[config.mk]
export PLATFORM = sky130hd
export DESIGN_NAME = mem_stage_lsu_flat
export DESIGN_NICKNAME = d
export VERILOG_FILES = /design/src/rtl/riscv_pkg.sv /design/src/rtl/mem_stage_lsu_if.sv /design/src/rtl/load_align.sv /design/src/rtl/mem_stage_lsu.sv /design/src/flat_wrapper.sv
export SDC_FILE = /design/constraint.sdc
export NUM_CORES = 1
export LEC_CHECK = 0
export CAP_MARGIN = 20
export CELL_PAD_IN_SITES_DETAIL_PLACEMENT = 0
export CELL_PAD_IN_SITES_GLOBAL_PLACEMENT = 2
export CORE_ASPECT_RATIO = 1.4
export CORE_MARGIN = 8
export CORE_UTILIZATION = 24
export DETAILED_ROUTE_END_ITERATION = 16
export PLACE_DENSITY = 0.87
export SLEW_MARGIN = 10
export SYNTH_ARGS = -nofsm -noshare
export SYNTH_HDL_FRONTEND = slang
export SYNTH_SLANG_ARGS = --single-unit
[constraint.sdc]
create_clock -name clk -period 3.69 [get_ports clk]
set_input_delay 0.5535 -clock clk [delete_from_list [all_inputs] [get_ports clk]]
set_output_delay 0.5535 -clock clk [all_outputs]
set_load 0.03 [all_outputs]
[src/rtl/riscv_pkg.sv]
// Shared RV32I load/store encodings, LSU state type and legality helpers
// used by the MEM-stage load/store unit.
package riscv_pkg;

  localparam logic [2:0] F3_B  = 3'b000;
  localparam logic [2:0] F3_H  = 3'b001;
  localparam logic [2:0] F3_W  = 3'b010;
  localparam logic [2:0] F3_BU = 3'b100;
  localparam logic [2:0] F3_HU = 3'b101;

  typedef enum logic [1:0] {
    IDLE = 2'b00,
    REQ  = 2'b01,
    RESP = 2'b10,
    ERR  = 2'b11
  } lsu_state_t;

  // Unsigned variants have no store counterpart.
  function automatic logic f3_legal(input logic [2:0] f3, input logic we);
    logic ok;
    case (f3)
      F3_B, F3_H, F3_W: ok = 1'b1;
      F3_BU, F3_HU:     ok = ~we;
      default:          ok = 1'b0;
    endcase
    return ok;
  endfunction

  function automatic logic addr_aligned(input logic [2:0] f3, input logic [1:0] lo);
    logic ok;
    case (f3)
      F3_H, F3_HU: ok = (lo[0] == 1'b0);
      F3_W:        ok = (lo == 2'b00);
      default:     ok = 1'b1;
    endcase
    return ok;
  endfunction

endpackage

[src/rtl/mem_stage_lsu_if.sv]
// Data-memory req/gnt/rvalid bus between the LSU (master) and memory (slave).
interface mem_stage_lsu_if;
  logic        dmem_req;
  logic        dmem_we;
  logic [31:0] dmem_addr;
  logic [3:0]  dmem_be;
  logic [31:0] dmem_wdata;
  logic        dmem_gnt;
  logic        dmem_rvalid;
  logic [31:0] dmem_rdata;

  modport master (
    output dmem_req, dmem_we, dmem_addr, dmem_be, dmem_wdata,
    input  dmem_gnt, dmem_rvalid, dmem_rdata
  );

  modport slave (
    input  dmem_req, dmem_we, dmem_addr, dmem_be, dmem_wdata,
    output dmem_gnt, dmem_rvalid, dmem_rdata
  );
endinterface

[src/rtl/load_align.sv]
// Selects the addressed byte/half lane of a raw read word and sign- or
// zero-extends it according to the RV32I load encoding.
module load_align
  import riscv_pkg::*;
(
  input  logic [31:0] i_rdata,
  input  logic [1:0]  i_addr_lo,
  input  logic [2:0]  i_funct3,
  output logic [31:0] o_data
);

  logic [7:0]  w_byte;
  logic [15:0] w_half;

  // Lane selection and extension
  always_comb begin
    w_byte = 8'h00;
    w_half = 16'h0000;
    o_data = 32'h0000_0000;
    case (i_addr_lo)
      2'b00:   w_byte = i_rdata[7:0];
      2'b01:   w_byte = i_rdata[15:8];
      2'b10:   w_byte = i_rdata[23:16];
      2'b11:   w_byte = i_rdata[31:24];
      default: w_byte = 8'h00;
    endcase
    if (i_addr_lo[1]) begin
      w_half = i_rdata[31:16];
    end else begin
      w_half = i_rdata[15:0];
    end
    case (i_funct3)
      F3_B:    o_data = {{24{w_byte[7]}}, w_byte};
      F3_BU:   o_data = {24'h00_0000, w_byte};
      F3_H:    o_data = {{16{w_half[15]}}, w_half};
      F3_HU:   o_data = {16'h0000, w_half};
      F3_W:    o_data = i_rdata;
      default: o_data = 32'h0000_0000;
    endcase
  end

endmodule

[src/rtl/mem_stage_lsu.sv]
// MEM-stage load/store unit: accepts one access from EX, runs it over the
// req/gnt/rvalid data bus and returns extended load data with status flags.
module mem_stage_lsu
  import riscv_pkg::*;
#(
  parameter int TIMEOUT_CYCLES = 16
) (
  input  logic               clk,
  input  logic               reset,
  input  logic               in_valid,
  output logic               in_ready,
  input  logic               MemWrite,
  input  logic [2:0]         funct3,
  input  logic [31:0]        ALUResult,
  input  logic [31:0]        WriteData,
  mem_stage_lsu_if.master    dmem,
  output logic               out_valid,
  output logic [31:0]        ReadData,
  output logic               misaligned,
  output logic               bus_err,
  output logic               busy
);

  localparam int CW = $clog2(TIMEOUT_CYCLES) + 1;
  localparam logic [CW-1:0] CNT_LAST = CW'(TIMEOUT_CYCLES - 1);

  lsu_state_t    r_state;
  lsu_state_t    w_next;
  logic [CW-1:0] r_cnt;
  logic [31:0]   r_addr;
  logic [31:0]   r_wdata;
  logic [3:0]    r_be;
  logic [2:0]    r_funct3;
  logic          r_we;
  logic          r_mis;
  logic          r_ill;

  logic          w_fire;
  logic          w_legal;
  logic          w_aligned;
  logic [3:0]    w_be;
  logic [31:0]   w_wdata;
  logic          w_done;
  logic          w_timeout;
  logic [31:0]   w_load;

  assign w_fire    = in_valid & in_ready;
  assign w_legal   = f3_legal(funct3, MemWrite);
  assign w_aligned = addr_aligned(funct3, ALUResult[1:0]);

  // Byte enables and lane-replicated store data for the incoming op
  always_comb begin
    w_be    = 4'b0000;
    w_wdata = 32'h0000_0000;
    case (funct3)
      F3_B, F3_BU: begin
        w_be    = 4'b0001 << ALUResult[1:0];
        w_wdata = {4{WriteData[7:0]}};
      end
      F3_H, F3_HU: begin
        w_be    = ALUResult[1] ? 4'b1100 : 4'b0011;
        w_wdata = {2{WriteData[15:0]}};
      end
      F3_W: begin
        w_be    = 4'b1111;
        w_wdata = WriteData;
      end
      default: begin
        w_be    = 4'b0000;
        w_wdata = 32'h0000_0000;
      end
    endcase
  end

  // Next-state and completion decode
  always_comb begin
    w_next    = r_state;
    w_done    = 1'b0;
    w_timeout = 1'b0;
    case (r_state)
      IDLE: begin
        if (w_fire) begin
          w_next = (w_legal && w_aligned) ? REQ : ERR;
        end else begin
          w_next = IDLE;
        end
      end
      REQ: begin
        if (r_cnt == CNT_LAST) begin
          w_next    = IDLE;
          w_timeout = 1'b1;
        end else if (dmem.dmem_gnt) begin
          w_next = RESP;
        end else begin
          w_next = REQ;
        end
      end
      RESP: begin
        if (dmem.dmem_rvalid) begin
          w_next = IDLE;
          w_done = 1'b1;
        end else if (r_cnt == CNT_LAST) begin
          w_next    = IDLE;
          w_timeout = 1'b1;
        end else begin
          w_next = RESP;
        end
      end
      ERR:     w_next = IDLE;
      default: w_next = IDLE;
    endcase
  end

  // State register and open-access cycle counter
  always_ff @(posedge clk or negedge reset) begin
    if (!reset) begin
      r_state <= IDLE;
      r_cnt   <= '0;
    end else begin
      r_state <= w_next;
      if ((r_state == REQ || r_state == RESP) && w_next != IDLE) begin
        r_cnt <= r_cnt + CW'(1);
      end else begin
        r_cnt <= '0;
      end
    end
  end

  // Capture of the accepted operation
  always_ff @(posedge clk or negedge reset) begin
    if (!reset) begin
      r_addr   <= 32'h0000_0000;
      r_wdata  <= 32'h0000_0000;
      r_be     <= 4'b0000;
      r_funct3 <= 3'b000;
      r_we     <= 1'b0;
      r_mis    <= 1'b0;
      r_ill    <= 1'b0;
    end else if (w_fire) begin
      r_addr   <= ALUResult;
      r_wdata  <= w_wdata;
      r_be     <= w_be;
      r_funct3 <= funct3;
      r_we     <= MemWrite;
      r_ill    <= ~w_legal;
      r_mis    <= w_legal & ~w_aligned;
    end
  end

  load_align u_load_align (
    .i_rdata   (dmem.dmem_rdata),
    .i_addr_lo (r_addr[1:0]),
    .i_funct3  (r_funct3),
    .o_data    (w_load)
  );

  assign dmem.dmem_req   = (r_state == REQ);
  assign dmem.dmem_we    = r_we;
  assign dmem.dmem_addr  = {r_addr[31:2], 2'b00};
  assign dmem.dmem_be    = r_be;
  assign dmem.dmem_wdata = r_wdata;

  assign in_ready   = (r_state == IDLE);
  assign busy       = (r_state != IDLE);
  assign out_valid  = w_done | w_timeout | (r_state == ERR);
  assign ReadData   = (w_done && !r_we) ? w_load : 32'h0000_0000;
  assign misaligned = (r_state == ERR) & r_mis;
  assign bus_err    = w_timeout | ((r_state == ERR) & r_ill);

endmodule

[src/flat_wrapper.sv]
// flat-port wrapper written by rule: the top's interface ports become plain ports
module mem_stage_lsu_flat import riscv_pkg::*;
#(
  parameter int TIMEOUT_CYCLES = 16
)
  (clk, reset, in_valid, in_ready, MemWrite, funct3, ALUResult, WriteData, out_valid, ReadData, misaligned, bus_err, busy, dmem_dmem_req, dmem_dmem_we, dmem_dmem_addr, dmem_dmem_be, dmem_dmem_wdata, dmem_dmem_gnt, dmem_dmem_rvalid, dmem_dmem_rdata);
  mem_stage_lsu_if dmem_i ();
  input  logic clk;
  input  logic reset;
  input  logic in_valid;
  output logic in_ready;
  input  logic MemWrite;
  input  logic [2:0] funct3;
  input  logic [31:0] ALUResult;
  input  logic [31:0] WriteData;
  output logic out_valid;
  output logic [31:0] ReadData;
  output logic misaligned;
  output logic bus_err;
  output logic busy;
  output wire logic [$bits(dmem_i.dmem_req)-1:0] dmem_dmem_req;
  output wire logic [$bits(dmem_i.dmem_we)-1:0] dmem_dmem_we;
  output wire logic [$bits(dmem_i.dmem_addr)-1:0] dmem_dmem_addr;
  output wire logic [$bits(dmem_i.dmem_be)-1:0] dmem_dmem_be;
  output wire logic [$bits(dmem_i.dmem_wdata)-1:0] dmem_dmem_wdata;
  input wire logic [$bits(dmem_i.dmem_gnt)-1:0] dmem_dmem_gnt;
  input wire logic [$bits(dmem_i.dmem_rvalid)-1:0] dmem_dmem_rvalid;
  input wire logic [$bits(dmem_i.dmem_rdata)-1:0] dmem_dmem_rdata;
  assign dmem_dmem_req = dmem_i.dmem_req;
  assign dmem_dmem_we = dmem_i.dmem_we;
  assign dmem_dmem_addr = dmem_i.dmem_addr;
  assign dmem_dmem_be = dmem_i.dmem_be;
  assign dmem_dmem_wdata = dmem_i.dmem_wdata;
  assign dmem_i.dmem_gnt = dmem_dmem_gnt;
  assign dmem_i.dmem_rvalid = dmem_dmem_rvalid;
  assign dmem_i.dmem_rdata = dmem_dmem_rdata;
  mem_stage_lsu #(.TIMEOUT_CYCLES(TIMEOUT_CYCLES)) u_core (.clk(clk), .reset(reset), .in_valid(in_valid), .in_ready(in_ready), .MemWrite(MemWrite), .funct3(funct3), .ALUResult(ALUResult), .WriteData(WriteData), .dmem(dmem_i), .out_valid(out_valid), .ReadData(ReadData), .misaligned(misaligned), .bus_err(bus_err), .busy(busy));
endmodule
==> results.py, run 1 <==
metrics = {
    "setup_path": {
        "cp-end-kind": "output pin",
        "startpoint": "dmem_dmem_rdata[15]",
        "crit_required_ns": 3.14,
        "cp_max_fo": 16,
        "r2r_start": "u_core.r_state[0]",
        "path_class": "in -> out",
        "reg2regPathDepth": 6,
        "cp_data_arrival_time_ns": 2.97,
        "start_kind": "input pin",
        "r2r-end": "u_core.dmem.dmem_wdata[27]",
        "r2r_setup_slack_ns": 1.34,
        "crit_path_end": "ReadData[16]",
    },
    "clocking": {
        "path_clk_slew_ns": 0.07,
        "cts_resized": 0,
        "cts_setup_buffers": 0,
        "cts.path.max_buffers": 2,
        "cts_tree": "built",
        "ctsHoldBuffers": 0,
        "htreeDepth": 3,
        "clock_latency_ns": 0.34,
        "cts_sinks": 81,
        "root_buffer": "clkbuf_16",
        "cts_made_buffers": 9,
    },
    "worst_hold_path": {
        "holdCritPathClass": "in -> async",
    },
    "sta": {
        "fin_crit_sh_pct": 95.6,
        "fin_setup_tns_ns": 0,
        "drv_slew": 0,
        "tightest_slew_ns": 0.820,
        "max_freq_ghz": 0.283,
        "layout_setup_ws_ns": 0.162,
        "rsz0062_at_grt": "no",
        "hold_viol_final": 0,
        "relSlewSlack_pct": 45.3,
        "setup_violations": 0,
        "final.min_clock_period_ns": 3.53,
        "fin_skew_ns": 0.00886,
    },
    "detailed_routing": {
        "ant_nets": 0,
        "drc": 0,
        "drtPass1Iterations": 4,
        "wl_per_cell_microns": 17.6,
        "drtIter0Drc": 188,
        "via_per_inst": 4.67,
        "wl_microns": 16600,
        "num_vias": 4410,
    },
    "floorplan": {
        "die_w_microns": 132,
        "std_cell_rows": 59,
        "initial_utilization_pct": 24.3,
        "io_pins": 212,
        "die_area_sq_um": 23400,
        "core_area_sq_um": 18500,
        "die_h_microns": 178,
    },
    "logic_synthesis": {
        "synth_top_cells_by_area": "dfrtp_1 45%, nand2_1 12%, buf_4 5.7%",
        "netlist_instances": 523,
        "syn_avg_cell_area_sq_um": 8.58,
        "synth_edf_count": 0,
        "synth.distinct_cells": 38,
        "yosysMostFrequentCell": "nand2_1",
        "synth_warnings": 0,
        "async_flop_share_pct": 100,
        "synth.ff_latch_count": 81,
        "synthTopCellsByCount": "147 x nand2_1, 81 x dfrtp_1, 42 x a21oi_1",
        "yosysSeqAreaShare_pct": 45.2,
        "mappedNetlistArea_sq_um": 4490,
        "yosysTopAreaCell": "dfrtp_1",
        "ys.flop_type": "dfrtp_1",
        "synth_top_area_share_pct": 45.2,
    },
    "global_routing": {
        "use_met2_pct": 24.7,
        "gr-usage-met1_pct": 14.5,
        "grtUsageTotal_pct": 13.7,
        "grt_pass1_wl_microns": 25500,
        "grt_pass1_vias": 4498,
        "grt_overflow": 0,
        "busiest_layer": "met2",
        "grt_antenna_before_repair": 0,
        "met3_usage_pct": 4.53,
        "grt_max_degree": 62,
    },
    "pwr": {
        "ir_drop_mv": 0.305,
        "p_sw_mw": 2.57,
        "p_sw_share_pct": 45.6,
        "pwr-share-seq_pct": 27.6,
        "report.power.total_mw": 5.63,
        "p_per_area_nw_per_um2": 811,
        "pwr-share-clk_pct": 16.3,
        "p_comb_share_pct": 56.1,
        "p_int_mw": 3.07,
        "leakagePower_nw": 2.90,
    },
    "finish": {
        "area_growth_pct": 54.8,
        "antenna_cells": 0,
        "fill_cells": 1887,
        "drive_above_1_share_pct": 8.42,
        "layout.nets": 807,
    },
    "placed_design": {
        "place_hpwl_microns": 13000,
        "dp_slack_ns": 0.184,
        "routabilityCongestion": 0.880,
        "portBuffers": 209,
    },
    "flow_run": {
        "maxCapViolations": 0,
    },
    "status": {
        "status": "finished clean",
    },
}
==> per-stage QoR <==
step	instances	instance area (sq um)	hold slack (ns)	util, %
after floorplan	524	4490	0.258	-
after global placement	928	6640	0.443	36.0
after detailed placement	928	6640	0.461	36.0
after CTS	944	6940	0.329	37.6
after global routing	945	6940	0.354	37.6
final	945	6940	0.285	37.6
==> worst min-delay path by stage <==
stage / end / slack [ns] / cells after the start
finish: u_core.dmem.dmem_wdata[19] / 0.29 / 1
global route: u_core.dmem.dmem_wdata[19] / 0.35 / 1
CTS: u_core.dmem.dmem_wdata[19] / 0.33 / 1
detailed placement: u_core.r_cnt[0] / 0.46 / 1
global placement: u_core.r_cnt[0] / 0.44 / 1
floorplan: u_core.dmem.dmem_be[0] / 0.26 / 0
==> power by group through the flow <==
stage / sequential [mW] / combinational (mW) / clock, mW
after CTS: 1.56 / 3.20 / 0.948
after detailed placement: 1.56 / 3.20 / 0
after global placement: 1.55 / 3.16 / 0
final: 1.55 / 3.16 / 0.916
after floorplan: 1.85 / 1.79 / 0
after global routing: 1.60 / 3.39 / 0.982
==> worst max-delay path, stage by stage <==
cell,delay (ns)
clkdlybuf4s50_1,0.51
mux2i_1,0.10
or4_4,0.43
and3_1,0.41
a21oi_1,0.26
clkdlybuf4s50_1,0.71
==> area by class of cell <==
class	count	area, sq um	share of cell area [%]
Timing Repair Buffer	224	2220	32.0
Inverter	8	30.0	0.432
Clock buffer	9	225	3.24
Tap cell	244	305	4.40
Sequential cell	81	2030	29.2
Multi-Input combinational cell	372	2060	29.6
Clock inverter	7	76.3	1.10
==> cell usage in the layout (no fill, tap or decap), drive strengths merged <==
master / n
a22o: 8
ha: 6
nor3b: 1
bufinv: 1
mux2: 10
a211oi: 2
conb: 2
nand3: 4
xor2: 1
dfrtp: 81
or4: 1
a21o: 2
buf: 18
o21a: 1
nand2b: 3
a31oi: 2
xnor2: 1
a211o: 1
and2: 4
mux2i: 8
inv: 10
clkinv: 2
a22oi: 24
o32ai: 1
o41ai: 1
nor2: 28
o32a: 6
clkinvlp: 2
clkbuf: 9
o21ai: 35
a21oi: 52
and3: 2
nand2: 147
nand3b: 1
a2111oi: 7
clkdlybuf4s50: 206
nor2b: 11
==> flip-flops by register name (all words and copies together) (netlist names) <==
signal,count
u_core.dmem.dmem_be,4
u_core.dmem.dmem_wdata,32
u_core.dmem.dmem_we,1
u_core.r_addr,32
u_core.r_cnt,5
u_core.r_funct3,3
u_core.r_ill,1
u_core.r_mis,1
u_core.r_state,2
==> metal layers <==
metal  up-vias  share of wire, %
met5         -                 0
met4         0               2.2
li1       2100                 -
met3        23               8.0
met2       189                51
met1      2098                38
==> cells by family after synthesis <==
group / synth area share [%]
buf+inv: 9.23
mux: 4.29
xor+xnor: 0.390
fa+ha+maj: 1.67
other cells: 0.0836
flops: 45.2
simple gates: 18.6
compound gates: 20.5
(Power assumes the default switching activity.)
==> run 2, diff against run 1 <==
CAP_MARGIN = default   (was 20)
==> results.py, run 2 (synthesis gave the netlist of run 1 again) <==
metrics = {
    "pwr": {
        "report.power.total_mw": 5.63,
        "leakagePower_nw": 2.89,
        "ir_drop_mv": 0.305,
        "p_per_area_nw_per_um2": 811,
    },
    "setup_path": {
        "cp_max_fo": 16,
        "crit_required_ns": 3.14,
        "crit_family": "buffers and inverters",
        "start_kind": "input pin",
        "reg2regPathDepth": 6,
        "slowest_delay_ns": 0.70,
        "path_class": "in -> out",
        "crit_chain": "clkdlybuf4s50_1, mux2i_1, or4_4, and3_1, a21oi_1, clkdlybuf4s50_1",
        "cp_data_arrival_time_ns": 2.97,
        "crit_slowest_cell": "clkdlybuf4s50_1",
        "crit_buf_inv": 2,
        "cp-end-kind": "output pin",
        "crit_path_frequent_cell": "clkdlybuf4s50_1",
        "cp.depth": 6,
    },
    "global_routing": {
        "grt_pass1_vias": 4498,
        "grt_pass1_wl_microns": 25500,
        "grt_overflow": 0,
        "grt_antenna_before_repair": 0,
        "grt_max_degree": 62,
        "grtUsageTotal_pct": 13.7,
    },
    "floorplan": {
        "die_area_sq_um": 23400,
        "io_pins": 212,
        "die_w_microns": 132,
        "die_h_microns": 178,
        "std_cell_rows": 59,
        "initial_utilization_pct": 24.3,
        "core_area_sq_um": 18500,
    },
    "detailed_routing": {
        "wl_microns": 16600,
        "drc": 0,
        "drtPass1Iterations": 4,
        "drtIter0Drc": 154,
        "num_vias": 4387,
        "wl_per_cell_microns": 17.6,
        "ant_nets": 0,
        "via_per_inst": 4.65,
    },
    "sta": {
        "relSlewSlack_pct": 21.1,
        "fin_skew_ns": 0.00856,
        "fin_setup_tns_ns": 0,
        "hold_viol_final": 0,
        "fin_crit_sh_pct": 95.5,
        "setup_violations": 0,
        "tightest_slew_ns": 1.18,
        "rsz0062_at_grt": "no",
        "final.min_clock_period_ns": 3.52,
        "drv_slew": 0,
        "max_freq_ghz": 0.284,
    },
    "flow_run": {
        "maxCapViolations": 0,
    },
    "clocking": {
        "cts_sinks": 81,
        "cts_setup_buffers": 0,
        "ctsHoldBuffers": 0,
        "cts.path.max_buffers": 2,
        "root_buffer": "clkbuf_16",
        "cts_made_buffers": 9,
        "cts_tree": "built",
        "path_clk_slew_ns": 0.07,
        "cts_resized": 0,
        "clock_latency_ns": 0.34,
        "htreeDepth": 3,
    },
    "placed_design": {
        "portBuffers": 209,
        "routabilityCongestion": 0.880,
        "place_hpwl_microns": 13000,
    },
    "finish": {
        "area_growth_pct": 54.6,
        "final_common_cell": "clkdlybuf4s50_1",
        "layout.nets": 806,
        "drive_above_1_share_pct": 8.29,
        "antenna_cells": 0,
        "final_cell_mix": "206 x clkdlybuf4s50_1, 146 x nand2_1, 81 x dfrtp_1",
    },
    "status": {
        "status": "finished clean",
    },
    "worst_hold_path": {
        "holdCritPathClass": "in -> async",
    },
}
-- run 2: cell types whose count changed in the layout (fill, tap and decap cells not counted) --
cell	change
buf_4	-1
-- run 2: worst paths after layout --
kind	start	endpoint	slack (ns)
max in group asynchronous	reset	u_core.r_funct3[1]	2.57
min in group clk	u_core.r_cnt[0]	u_core.r_cnt[0]	0.46
max	dmem_dmem_rdata[15]	ReadData[16]	0.17
max reg2reg	u_core.r_state[0]	u_core.dmem.dmem_wdata[27]	1.16
min reg2reg	u_core.r_cnt[0]	u_core.r_cnt[0]	0.46
min	reset	u_core.dmem.dmem_wdata[19]	0.28
-- run 2: metrics by stage --
step	cell area (sq um)	utilization (%)	setup slack (ns)	instances	hold WS, ns
after floorplan	4490	-	0.542	524	0.258
after global placement	6640	36.0	0.227	928	0.443
after detailed placement	6640	36.0	0.184	928	0.461
after CTS	6940	37.6	0.170	944	0.329
after global routing	6940	37.6	0.0518	944	0.354
final	6940	37.6	0.166	944	0.282
-- run 2: area by class of cell --
class                   count  area, sq um
multi-input cells         372         2060
clock buffers               9          225
inverters                   8         30.0
flip-flops and latches     81         2030
clock inverters             7         76.3
well taps                 244          305
repair buffers            223         2210
fillers                  1888        11500
-- run 2: where the power goes --
| group | leakage [nW] | switching, mW | internal, mW |
|---|---|---|---|
| combinational | 1.72 | 1.91 | 1.25 |
| clock | 0.142 | 0.385 | 0.529 |
| sequential | 1.03 | 0.272 | 1.28 |
-- run 2: metal layers --
layer	GRT usage, %	share of wire (%)	up-vias
li1	-	-	2097
met1	14.5	39	2083
met2	24.7	51	184
met3	4.53	7.9	23
met4	5.47	2.2	0
met5	0	0	-
==> run 3, diff against run 2 <==
CTS_BUF_LIST = sky130_fd_sc_hd__clkbuf_16   (was default)
PLACE_DENSITY = default   (was 0.87)
PLACE_DENSITY_LB_ADDON = 0.08   (was default)
TNS_END_PERCENT = 10   (was default)
==> results.py, run 3 (synthesis gave the netlist of run 1 again) <==
metrics = {
    "status": {
        "status": "finished clean",
    },
    "pwr": {
        "p_sw_mw": 2.53,
        "p_sw_share_pct": 45.5,
        "ir_drop_mv": 0.319,
        "report.power.total_mw": 5.56,
        "p_int_mw": 3.03,
        "pwr-share-seq_pct": 28.0,
        "leakagePower_nw": 2.86,
        "pwr-share-clk_pct": 15.7,
        "p_per_area_nw_per_um2": 810,
        "p_comb_share_pct": 56.2,
    },
    "sta": {
        "fin_setup_tns_ns": 0,
        "setup_violations": 0,
        "final.min_clock_period_ns": 3.51,
        "drv_slew": 0,
        "whs_ns": 0.404,
        "relSlewSlack_pct": 23.4,
        "fin_skew_ns": 0.00754,
        "fin_crit_sh_pct": 95.0,
        "rsz0062_at_grt": "no",
        "tightest_slew_ns": 1.15,
        "max_freq_ghz": 0.285,
        "hold_viol_final": 0,
    },
    "detailed_routing": {
        "wl_per_cell_microns": 18.1,
        "num_vias": 4271,
        "drtPass1Iterations": 4,
        "via_per_inst": 4.55,
        "ant_nets": 0,
        "drc": 0,
        "drtIter0Drc": 182,
        "wl_microns": 17000,
    },
    "clocking": {
        "root_buffer": "clkbuf_16",
        "htreeDepth": 3,
        "cts_sinks": 81,
        "cts_made_buffers": 9,
        "clock_latency_ns": 0.34,
        "cts.path.max_buffers": 2,
        "path_clk_slew_ns": 0.06,
        "ctsHoldBuffers": 0,
        "cts_tree": "built",
    },
    "setup_path": {
        "r2r_start": "u_core.r_state[1]",
        "crit_required_ns": 3.14,
        "r2r-end": "u_core.dmem.dmem_wdata[14]",
        "reg2regPathDepth": 5,
        "cp_data_arrival_time_ns": 2.95,
        "path_class": "in -> out",
        "r2r_setup_slack_ns": 1.17,
        "cp-end-kind": "output pin",
        "cp_max_fo": 16,
        "start_kind": "input pin",
    },
    "floorplan": {
        "io_pins": 212,
        "initial_utilization_pct": 24.3,
        "std_cell_rows": 59,
        "core_area_sq_um": 18500,
        "die_area_sq_um": 23400,
        "die_w_microns": 132,
        "die_h_microns": 178,
    },
    "placed_design": {
        "routabilityCongestion": 0.797,
        "place_hpwl_microns": 13300,
        "portBuffers": 209,
    },
    "finish": {
        "fill_cells": 1956,
        "drive_above_1_share_pct": 6.91,
        "antenna_cells": 0,
        "final_cell_mix": "207 x clkdlybuf4s50_1, 146 x nand2_1, 81 x dfrtp_1",
        "final_util_pct": 37.2,
        "area_growth_pct": 53.2,
        "final_common_cell": "clkdlybuf4s50_1",
        "layout.nets": 802,
    },
    "worst_hold_path": {
        "holdCritPathClass": "in -> async",
    },
    "global_routing": {
        "grt_overflow": 0,
        "grt_pass1_vias": 4622,
        "grt_antenna_before_repair": 0,
        "grt_max_degree": 82,
        "grtUsageTotal_pct": 14.2,
        "grt_pass1_wl_microns": 26300,
    },
    "flow_run": {
        "maxCapViolations": 0,
    },
}
-- run 3: changes by cell type in the layout (fill, tap and decap cells not counted), sizes merged --
cell | before | now
dlymetal6s2s | 0 | 1
clkdlybuf4s50 | 206 | 207
clkinvlp | 2 | 3
buf | 17 | 11
inv | 10 | 8
-- run 3: worst max-delay path by stage --
stage / from / end / slack [ns]
after CTS: dmem_dmem_rdata[7] / ReadData[30] / 0.19
after global routing: u_core.r_addr[1] / ReadData[5] / 0.01
final: dmem_dmem_rdata[15] / ReadData[30] / 0.18
after floorplan: u_core.r_state[0] / ReadData[6] / 0.54
after detailed placement: dmem_dmem_rdata[7] / ReadData[30] / 0.20
after global placement: dmem_dmem_rdata[15] / ReadData[30] / 0.25
-- run 3: layer usage --
metal / up-vias / share of wire [%] / GRT usage, %
li1: 2091 / - / -
met1: 1997 / 38 / 14.9
met2: 157 / 51 / 25.3
met3: 26 / 7.0 / 4.56
met4: 0 / 4.0 / 7.30
met5: - / 0 / 0
-- run 3: worst max-delay path, stage by stage --
cell and delay (ns):
clkdlybuf4s50_1 0.50, mux2i_1 0.08, or4_4 0.43, and3_1 0.41
a21oi_1 0.27, clkdlybuf4s50_1 0.70
-- run 3: area by class of cell --
class / count / area [sq um] / share of cell area, %
well taps: 244 / 305 / 4.44
repair buffers: 219 / 2170 / 31.5
clock buffers: 9 / 225 / 3.28
flip-flops and latches: 81 / 2030 / 29.5
multi-input cells: 372 / 2060 / 29.9
clock inverters: 6 / 60.1 / 0.874
inverters: 8 / 30.0 / 0.437
-- run 3: per-stage QoR --
stage	area, sq um	cells	worst slack [ns]
2_1_floorplan	4490	524	0.542
3_3_place_gp	6580	924	0.249
3_5_place_dp	6580	924	0.196
4_1_cts	6870	939	0.186
5_1_grt	6870	939	0.0121
6_report	6870	939	0.183
-- run 3: power groups by stage --
stage | Clock, mW | Sequential [mW] | Combinational, mW
final | 0.876 | 1.56 | 3.13
after global routing | 0.942 | 1.62 | 3.38
after CTS | 0.908 | 1.57 | 3.20
after global placement | 0 | 1.57 | 3.17
after floorplan | 0 | 1.85 | 1.79
after detailed placement | 0 | 1.58 | 3.20
-- run 3: what timing repair did --
action / CTS / global route
endpoints found under the setup margin: 0 / 1
setup buffers: 0 / 0
resized for setup: 0 / 1
